**src/rtl/fpu_pkg.sv**
```systemverilog
// Shared FPU types and constants: op encoding, FCLASS bit positions and decoded operand fields.
package fpu_pkg;

    localparam int unsigned EXP_W  = 8;
    localparam int unsigned MANT_W = 23;

    localparam logic [31:0] FP_CANON_NAN = 32'h7fc00000;

    typedef enum logic [2:0] {
        OpFeq    = 3'd0,
        OpFlt    = 3'd1,
        OpFle    = 3'd2,
        OpFclass = 3'd3,
        OpFmin   = 3'd4,
        OpFmax   = 3'd5
    } fp_op_e;

    localparam int unsigned ClsNegInf  = 0;
    localparam int unsigned ClsNegNorm = 1;
    localparam int unsigned ClsNegSub  = 2;
    localparam int unsigned ClsNegZero = 3;
    localparam int unsigned ClsPosZero = 4;
    localparam int unsigned ClsPosSub  = 5;
    localparam int unsigned ClsPosNorm = 6;
    localparam int unsigned ClsPosInf  = 7;
    localparam int unsigned ClsSNan    = 8;
    localparam int unsigned ClsQNan    = 9;

    typedef struct packed {
        logic sign;
        logic exp_all1;
        logic exp_zero;
        logic mant_zero;
        logic quiet;
    } fp_fields_t;

    function automatic logic fp_is_nan(input fp_fields_t f);
        return f.exp_all1 & ~f.mant_zero;
    endfunction

    function automatic logic fp_is_snan(input fp_fields_t f);
        return fp_is_nan(f) & ~f.quiet;
    endfunction

    function automatic logic fp_is_zero(input fp_fields_t f);
        return f.exp_zero & f.mant_zero;
    endfunction

    function automatic logic [9:0] fp_classify(input fp_fields_t f);
        logic [9:0] c;
        logic       inf;
        logic       sub;
        logic       norm;
        inf  = f.exp_all1 & f.mant_zero;
        sub  = f.exp_zero & ~f.mant_zero;
        norm = ~f.exp_all1 & ~f.exp_zero;
        c             = '0;
        c[ClsNegInf]  = inf & f.sign;
        c[ClsNegNorm] = norm & f.sign;
        c[ClsNegSub]  = sub & f.sign;
        c[ClsNegZero] = fp_is_zero(f) & f.sign;
        c[ClsPosZero] = fp_is_zero(f) & ~f.sign;
        c[ClsPosSub]  = sub & ~f.sign;
        c[ClsPosNorm] = norm & ~f.sign;
        c[ClsPosInf]  = inf & ~f.sign;
        c[ClsSNan]    = fp_is_snan(f);
        c[ClsQNan]    = fp_is_nan(f) & f.quiet;
        return c;
    endfunction

endpackage

```
**src/rtl/fp_field_decode.sv**
```systemverilog
// Combinational split of an IEEE-754 single into the flags the compare/classify stage needs.
module fp_field_decode
    import fpu_pkg::*;
(
    input  logic [31:0] val_i,
    output fp_fields_t  fields_o
);

    always_comb begin
        fields_o.sign      = val_i[31];
        fields_o.exp_all1  = &val_i[30:MANT_W];
        fields_o.exp_zero  = ~|val_i[30:MANT_W];
        fields_o.mant_zero = ~|val_i[MANT_W-1:0];
        fields_o.quiet     = val_i[MANT_W-1];
    end

endmodule

```
**src/rtl/fcmp_class.sv**
```systemverilog
// Two-stage FP compare / classify / min-max unit with valid-ready on both sides.
// Optional invalid-operation flag output `nv` when FCMP_NV_FLAG_EN is defined.
module fcmp_class
    import fpu_pkg::*;
#(
    parameter int unsigned TAG_W = 4
) (
    input  logic             clk,
    input  logic             rstn,
    input  logic             in_valid,
    output logic             in_ready,
    input  logic [2:0]       op,
    input  logic [TAG_W-1:0] tag_in,
    input  logic [31:0]      x1,
    input  logic [31:0]      x2,
    output logic             out_valid,
    input  logic             out_ready,
    output logic [31:0]      y,
    output logic [TAG_W-1:0] tag_out
`ifdef FCMP_NV_FLAG_EN
    ,
    output logic             nv
`endif
);

    fp_fields_t fa_d, fb_d;

    fp_field_decode u_dec_a (
        .val_i    (x1),
        .fields_o (fa_d)
    );

    fp_field_decode u_dec_b (
        .val_i    (x2),
        .fields_o (fb_d)
    );

    logic             s1_valid_q;
    logic [2:0]       s1_op_q;
    logic [TAG_W-1:0] s1_tag_q;
    logic [31:0]      s1_a_q, s1_b_q;
    fp_fields_t       s1_fa_q, s1_fb_q;

    logic             s2_valid_q;
    logic [31:0]      y_q, y_d;
    logic [TAG_W-1:0] tag_out_q;

    logic s2_load;
    logic accept;

    assign s2_load  = s1_valid_q & (~s2_valid_q | out_ready);
    assign in_ready = ~s1_valid_q | s2_load;
    assign accept   = in_valid & in_ready;

    always_ff @(posedge clk or negedge rstn) begin
        if (!rstn) begin
            s1_valid_q <= 1'b0;
            s1_op_q    <= '0;
            s1_tag_q   <= '0;
            s1_a_q     <= '0;
            s1_b_q     <= '0;
            s1_fa_q    <= '0;
            s1_fb_q    <= '0;
        end else begin
            if (in_ready) begin
                s1_valid_q <= in_valid;
            end
            if (accept) begin
                s1_op_q  <= op;
                s1_tag_q <= tag_in;
                s1_a_q   <= x1;
                s1_b_q   <= x2;
                s1_fa_q  <= fa_d;
                s1_fb_q  <= fb_d;
            end
        end
    end

    logic a_nan, b_nan, any_nan, any_snan;
    logic both_zero, eq, lt, lt_ord;

    always_comb begin
        a_nan     = fp_is_nan(s1_fa_q);
        b_nan     = fp_is_nan(s1_fb_q);
        any_nan   = a_nan | b_nan;
        any_snan  = fp_is_snan(s1_fa_q) | fp_is_snan(s1_fb_q);
        both_zero = fp_is_zero(s1_fa_q) & fp_is_zero(s1_fb_q);
        eq        = (s1_a_q == s1_b_q) | both_zero;
        lt        = (s1_fa_q.sign & ~s1_fb_q.sign & ~both_zero)
                  | (~s1_fa_q.sign & ~s1_fb_q.sign & (s1_a_q[30:0] < s1_b_q[30:0]))
                  | (s1_fa_q.sign & s1_fb_q.sign & (s1_a_q[30:0] > s1_b_q[30:0]));
        // min/max order -0 strictly below +0
        lt_ord    = lt | (both_zero & s1_fa_q.sign & ~s1_fb_q.sign);

        y_d = '0;
        case (s1_op_q)
            OpFeq:    y_d = {31'b0, eq & ~any_nan};
            OpFlt:    y_d = {31'b0, lt & ~any_nan};
            OpFle:    y_d = {31'b0, (lt | eq) & ~any_nan};
            OpFclass: y_d = {22'b0, fp_classify(s1_fa_q)};
            OpFmin, OpFmax: begin
                if (a_nan && b_nan) begin
                    y_d = FP_CANON_NAN;
                end else if (a_nan) begin
                    y_d = s1_b_q;
                end else if (b_nan) begin
                    y_d = s1_a_q;
                end else if (s1_op_q == OpFmin) begin
                    y_d = lt_ord ? s1_a_q : s1_b_q;
                end else begin
                    y_d = lt_ord ? s1_b_q : s1_a_q;
                end
            end
            default:  y_d = '0;
        endcase
    end

`ifdef FCMP_NV_FLAG_EN
    logic nv_q, nv_d;

    always_comb begin
        nv_d = 1'b0;
        case (s1_op_q)
            OpFlt, OpFle:         nv_d = any_nan;
            OpFeq, OpFmin, OpFmax: nv_d = any_snan;
            default:              nv_d = 1'b0;
        endcase
    end

    always_ff @(posedge clk or negedge rstn) begin
        if (!rstn) begin
            nv_q <= 1'b0;
        end else if (s2_load) begin
            nv_q <= nv_d;
        end
    end

    assign nv = nv_q;
`endif

    always_ff @(posedge clk or negedge rstn) begin
        if (!rstn) begin
            s2_valid_q <= 1'b0;
            y_q        <= '0;
            tag_out_q  <= '0;
        end else if (s2_load) begin
            s2_valid_q <= 1'b1;
            y_q        <= y_d;
            tag_out_q  <= s1_tag_q;
        end else if (out_ready) begin
            s2_valid_q <= 1'b0;
        end
    end

    assign out_valid = s2_valid_q;
    assign y         = y_q;
    assign tag_out   = tag_out_q;

endmodule

```
**config.mk**
```make
export PLATFORM = sky130hd
export DESIGN_NAME = fcmp_class
export DESIGN_NICKNAME = d
export VERILOG_FILES = /design/src/rtl/fpu_pkg.sv /design/src/rtl/fp_field_decode.sv /design/src/rtl/fcmp_class.sv
export SDC_FILE = /design/constraint.sdc
export NUM_CORES = 1
export LEC_CHECK = 0
export ABC_AREA = 1
export CAP_MARGIN = 0
export CORE_MARGIN = 5
export CORE_UTILIZATION = 50
export DETAILED_ROUTE_END_ITERATION = 8
export MAX_ROUTING_LAYER = met4
export PLACE_DENSITY = 0.82
export SYNTH_ARGS = -nofsm -noshare
export SYNTH_HDL_FRONTEND = slang
export SYNTH_SLANG_ARGS = --single-unit
```
**constraint.sdc**
```tcl
create_clock -name clk -period 2.85 [get_ports clk]
set_clock_uncertainty 0.1 [all_clocks]
set_input_delay 0.7125 -clock clk [delete_from_list [all_inputs] [get_ports clk]]
set_output_delay 0.7125 -clock clk [all_outputs]
set_load 0.03 [all_outputs]
```
* Word-level counts from Yosys, hierarchy flattened *
Index checks and enable logic that the tools add are counted.

cells by class
  reductions and logical operators = 14
  $mul = 0
  add/sub/neg operators = 0
  eq/ne operators = 6
  muxes and demuxes = 9
  divide/modulo/power cells = 0
  shift operators = 0
  order comparisons = 2
  bitwise logic cells = 50

operators with widths
  operator            count
  $mux 32             6
  $pmux 32 s5         1
  $reduce_or 23->1    2
  $eq 32x32->1        1
  $and 1x1->1         31
  $gt 31x31->1        1
  $lt 31x31->1        1
  $reduce_and 8->1    2
  $reduce_or 8->1     2
  $not 1->1           11
  $or 1x1->1          8
  $eq 3x2->1 const B  2
  $eq 3x3->1 const B  2
  $logic_not 1->1     4
  $eq 3x1->1 const B  1
  $logic_not 3->1     1
  $mux 1              2
  $reduce_bool 2->1   1
  $reduce_or 2->1     1
  $logic_and 1x1->1   1

word-level totals
  bits of input ports = 75
  bits in read-only memories = 0
  output and inout port bits = 38
  bits in writable memories = 0
  memories = 0
  bits in latches = 0
  flip-flop bits (word level) = 118
  word-level logic and storage cells = 98

* Longest topological paths before layout *
  depth after elaboration = 13
  gate-level depth with buffers = 23
  depth with buffers taken out = 22

* Modules after synthesis *
Synthesis repeated with hierarchy kept, for this count alone.

second synthesis, totals
  cell total of the unflattened synthesis = 761
  area total of the unflattened synthesis = 6200.9 um^2

by module, submodules not included
  module           area each (um^2)  times used  cells an instance
  fcmp_class       5928.2            1           699
  fp_field_decode  136.4             2           31

* Worst setup path before layout *
Ideal clock, no wire load.

  kind = register -> register
  start = register s1_a_q[22]
  end = register y_q[24], in the netlist y[24]
  path slack = 573 ps
  data arrival time = 2059 ps
  path buffers = 1
  clock period less this slack = 2277 ps
  stages on the path, launching flop included = 18
  cells stage by stage = dfrtp_1 ha_1 a21o_1 nor2_1 nand2_1 a21oi_2 nand2_1 nand2_1 inv_2 nor2_2 nand3_2 nand3_2 nand2_4 buf_4 nand2_1 nand3_1 nand2_1 nand2_1

between the ends
  longest elaborated chain between the ends = 11
  elaborated cells on any way between the ends = 14

ends and longest elaborated chain
  item                               line                                  text
  start, declared                    fcmp_class.sv:41                      logic [31:0] s1_a_q, s1_b_q;
  start signal, assigned             fcmp_class.sv:60                      s1_a_q <= '0;
  start signal, assigned             fcmp_class.sv:71                      s1_a_q <= x1;
  $lt 31x31->1                       fcmp_class.sv:90                      | (~s1_fa_q.sign & ~s1_fb_q.sign & (s1_a_q[30:0] < s1_b_q[30:0]))
  $and 1x1->1                        fcmp_class.sv:90
  $or 1x1->1                         fcmp_class.sv:90
  $or 1x1->1 (*)                     fcmp_class.sv:91                      | (s1_fa_q.sign & s1_fb_q.sign & (s1_a_q[30:0] > s1_b_q[30:0]));
  $or 1x1->1 (*)                     fcmp_class.sv:93                      lt_ord = lt | (both_zero & s1_fa_q.sign & ~s1_fb_q.sign);
  $mux 32, on equally long branches  fcmp_class.sv:111, fcmp_class.sv:109
  $mux 32 (*)                        fcmp_class.sv:108                     end else if (s1_op_q == OpFmin) begin
  $mux 32 (*)                        fcmp_class.sv:106                     end else if (b_nan) begin
  $mux 32 (*)                        fcmp_class.sv:104                     end else if (a_nan) begin
  $mux 32 (*)                        fcmp_class.sv:102                     if (a_nan && b_nan) begin
  $pmux 32 s5 (*)                    fcmp_class.sv:96                      case (s1_op_q)
  end signal, assigned               fcmp_class.sv:148                     y_q <= y_d;
  end, declared                      fcmp_class.sv:45                      logic [31:0] y_q, y_d;

Mark *: on every way between the ends. The rest lies on a longest branch, timed or not.
A chain may end at the register's enable or synchronous reset.

* Worst setup path after layout *
  start = register s1_a_q[20]
  end = register y_q[19], in the netlist y[19]

Same word-level chain as after synthesis.

==> impl_metrics.tcl <==
set metrics [dict create \
    synth_cell_types 34 \
    drc 0 \
    crit_required_ps 3040 \
    async_reset_ff_share_pct 100 \
    yosys_warnings 0 \
    cts_tree "done" \
    syn_area_per_cell_um2 7.67 \
    timing.hold.ws_ps 187 \
    io_pins 113 \
    diodes 0 \
    place_hpwl_mm 11.9 \
    numPlacedInstances 1035 \
    drt_iter0_drc 629 \
    ys.flop_type "dfrtp_1" \
    leakage_nw 4.12 \
    maxCapViolCount 0 \
    outcome "complete, no violations" \
    synth_top_area_share_pct 47.4 \
    cts_buffer_depth 2 \
    vias 5773 \
    wl_mm 17.0 \
    syn_inst 792 \
    root_buffer "clkbuf_16" \
    initial_utilization_pct 50.8 \
    seq_area_frac_synth_pct 47.4 \
    syn-num-nets 902 \
    relSlewSlack_pct 60.2 \
    area_growth_pct 32.6 \
    ant_nets 0 \
    report.final.slew_viol_count 0 \
    start_kind "register" \
    final_nets 1025 \
    synth_area_leaders "dfrtp_1 47%, nand2_1 19%, ha_1 7.2%, inv_1 5.6%, o21ai_0 5.4%" \
    cp_cell_sequence "ha_1 > nand2_1 > nor2_2 > nand4_1 > nor3_1 > nand2_1 > nand3_2 > nand2_1 > nor2_2 > nand3_2 > nand3_4 > nand2_4 > buf_4 > o21ai_1 > o21ai_1" \
    antenna_found_initial 0 \
    max_slew.worst_pin.slew_ps 595 \
    die_y_um 120 \
    rsz0062_at_grt "true" \
    cp_max_fo 13 \
    min_path_type "in -> async" \
    synth_top_area_cell "dfrtp_1" \
    rows 40 \
    clkLatencyLatePin_ps 420 \
    port_buffers 112 \
    drt-pass1-iter-count 5 \
    grt_max_degree 67 \
    fmax_ghz 0.371 \
    power.density_nw_per_um2 753 \
    yosys.cell_count.top_type "nand2_1" \
    final-hold-violation-count 0 \
    h-tree-depth 4 \
    critPathCaptureType "register" \
    clk_pin_slew_ps 50 \
    cts.sink_count 115 \
    setup_viol_count_final 0 \
    peakVddDrop_mv 0.542 \
    fin_util_pct 67.3 \
    synth_edf_count 0 \
    place_congestion 0.900 \
    coreArea_um2 12000 \
    ys_ff_latch 115 \
    grt_pass1_wl_mm 28.1 \
    worst_path_largest_cell_delay_ps 400 \
    die_area_um2 14400 \
    synth_area_um2 6070 \
    grt_pass1_vias 5790 \
    netlist_top_cells_count "305 x nand2_1, 115 x dfrtp_1, 91 x inv_1" \
    routedWlPerCell_um 15.9 \
    fin_cells 1074 \
    die_w_um 120 \
    grtUsageTotal_pct 25.5 \
    cp_common_cell "nand2_1" \
    viasPerCell 5.38 \
    cp.arrival_ps 2880 \
    fin_crit_sh_pct 94.5 \
    slowest_stage "dfrtp_1" \
    cts_buffers 17 \
    overflow 0 \
    drive_above_1_share_pct 7.12 \
    period_minus_slack_ps 2690 \
    worst-setup-path-type "reg -> reg" \
]
[what timing repair did]
item | in CTS | in global routing
setup endpoints to repair | 0 | 31
hold buffers | 0 | 0
resized for setup | 0 | 13
setup buffers | 0 | 7
[worst paths after layout]
path	from	endpoint	slack, ps	cells past startpoint
max in group asynchronous	rstn	s1_a_q[22]$_DFFE_PN0P_	1850	2
hold / removal	rstn	tag_out[1]$_DFFE_PN0P_	190	1
min in group clk	tag_out[1]$_DFFE_PN0P_	tag_out[1]$_DFFE_PN0P_	370	2
setup / recovery	s1_a_q[20]$_DFFE_PN0P_	y[19]$_DFFE_PN0P_	160	15
setup reg to reg	s1_a_q[20]$_DFFE_PN0P_	y[19]$_DFFE_PN0P_	160	15
hold reg to reg	tag_out[1]$_DFFE_PN0P_	tag_out[1]$_DFFE_PN0P_	370	2
[state kept, by name (all words and copies together) (netlist names)]
name,cells
s1_op_q,3
out_valid,1
s1_fb_q,3
tag_out,4
s1_valid_q,1
s1_tag_q,4
y,32
s1_fa_q,3
s1_b_q,32
s1_a_q,32
[final cells by class]
cell class / count / area, um^2
clock buffer: 27 / 513
clock inverter: 4 / 70.1
fill: 957 / 3910
inverter: 96 / 363
multi-input combinational: 552 / 2710
sequential: 115 / 2880
tap: 147 / 184
timing repair buffer: 133 / 1330
[power breakdown]
| group | internal [W] | switching [W] | total (W) |
|---|---|---|---|
| registers | 0.00190 | 0.000196 | 0.00210 |
| clock network | 0.00139 | 0.000716 | 0.00211 |
| logic | 0.000737 | 0.00112 | 0.00186 |
| total | 0.00403 | 0.00203 | 0.00607 |
[cells by family (layout without fill, tap and decap cells)]
family	count (synthesis)	in the layout	share of synthesized area, %
AO/OA/AOI/OAI	99	99	8.70
adder cells (fa/ha/maj)	35	35	7.21
buffers and inverters	126	260	8.26
flip-flops	115	115	47.4
AND/OR/NAND/NOR	417	418	28.4
[layer usage]
metal / wire [um] / track usage, % / part of all wire (%) / vias to the layer above
met1: 7270 / 31.9 / 43 / 2739
met4: 505 / 11.9 / 3.0 / 0
met2: 8180 / 39.7 / 48 / 210
met3: 1070 / 5.43 / 6.3 / 45
met5: 0 / - / 0 / -
li1: - / - / - / 2779
[layout by cell type (no fill, tap or decap), types with 3 or more instances in the layout]
cell             netlist  final
clkbuf_8               0      5
dfrtp_1              115    114
inv_2                  2      3
nand2_1              305    304
o21ai_0               65     61
nor3_1                 3      3
buf_12                 0      4
nand2_2                1      3
nand4_1               12     12
nor2_2                 1      3
nand3_1               41     41
nor4_1                14     14
clkdlybuf4s50_1        0    110
inv_1                 91     90
o21ai_1               12     16
a21oi_1               11     11
nor2_1                34     32
ha_1                  35     35
clkbuf_16              0     17
buf_4                  3     17
clkbuf_1              20      5
[metrics by stage]
| step | instance area (um^2) | setup TNS (ps) | setup slack [ps] | power (W) |
|---|---|---|---|---|
| 6_report | 8050 | 0 | 156 | 0.00607 |
| 4_1_cts | 7970 | 0 | 84.8 | 0.00600 |
| 2_1_floorplan | 6070 | 0 | 573 | 0.00319 |
| 5_1_grt | 8050 | -100 | -23.8 | 0.00640 |
| 3_5_place_dp | 7390 | 0 | 141 | 0.00387 |
| 3_3_place_gp | 7390 | 0 | 134 | 0.00383 |
[worst max-delay path, delay by kind of cell (launching register included)]
kind / cells / cell delay (ps)
and+or+nand+nor: 11 / 1270
DFF: 1 / 400
adders and majority gates: 1 / 320
AOI/OAI and AO/OA: 2 / 270
buffers and inverters: 1 / 210
(Power assumes the default switching activity.)
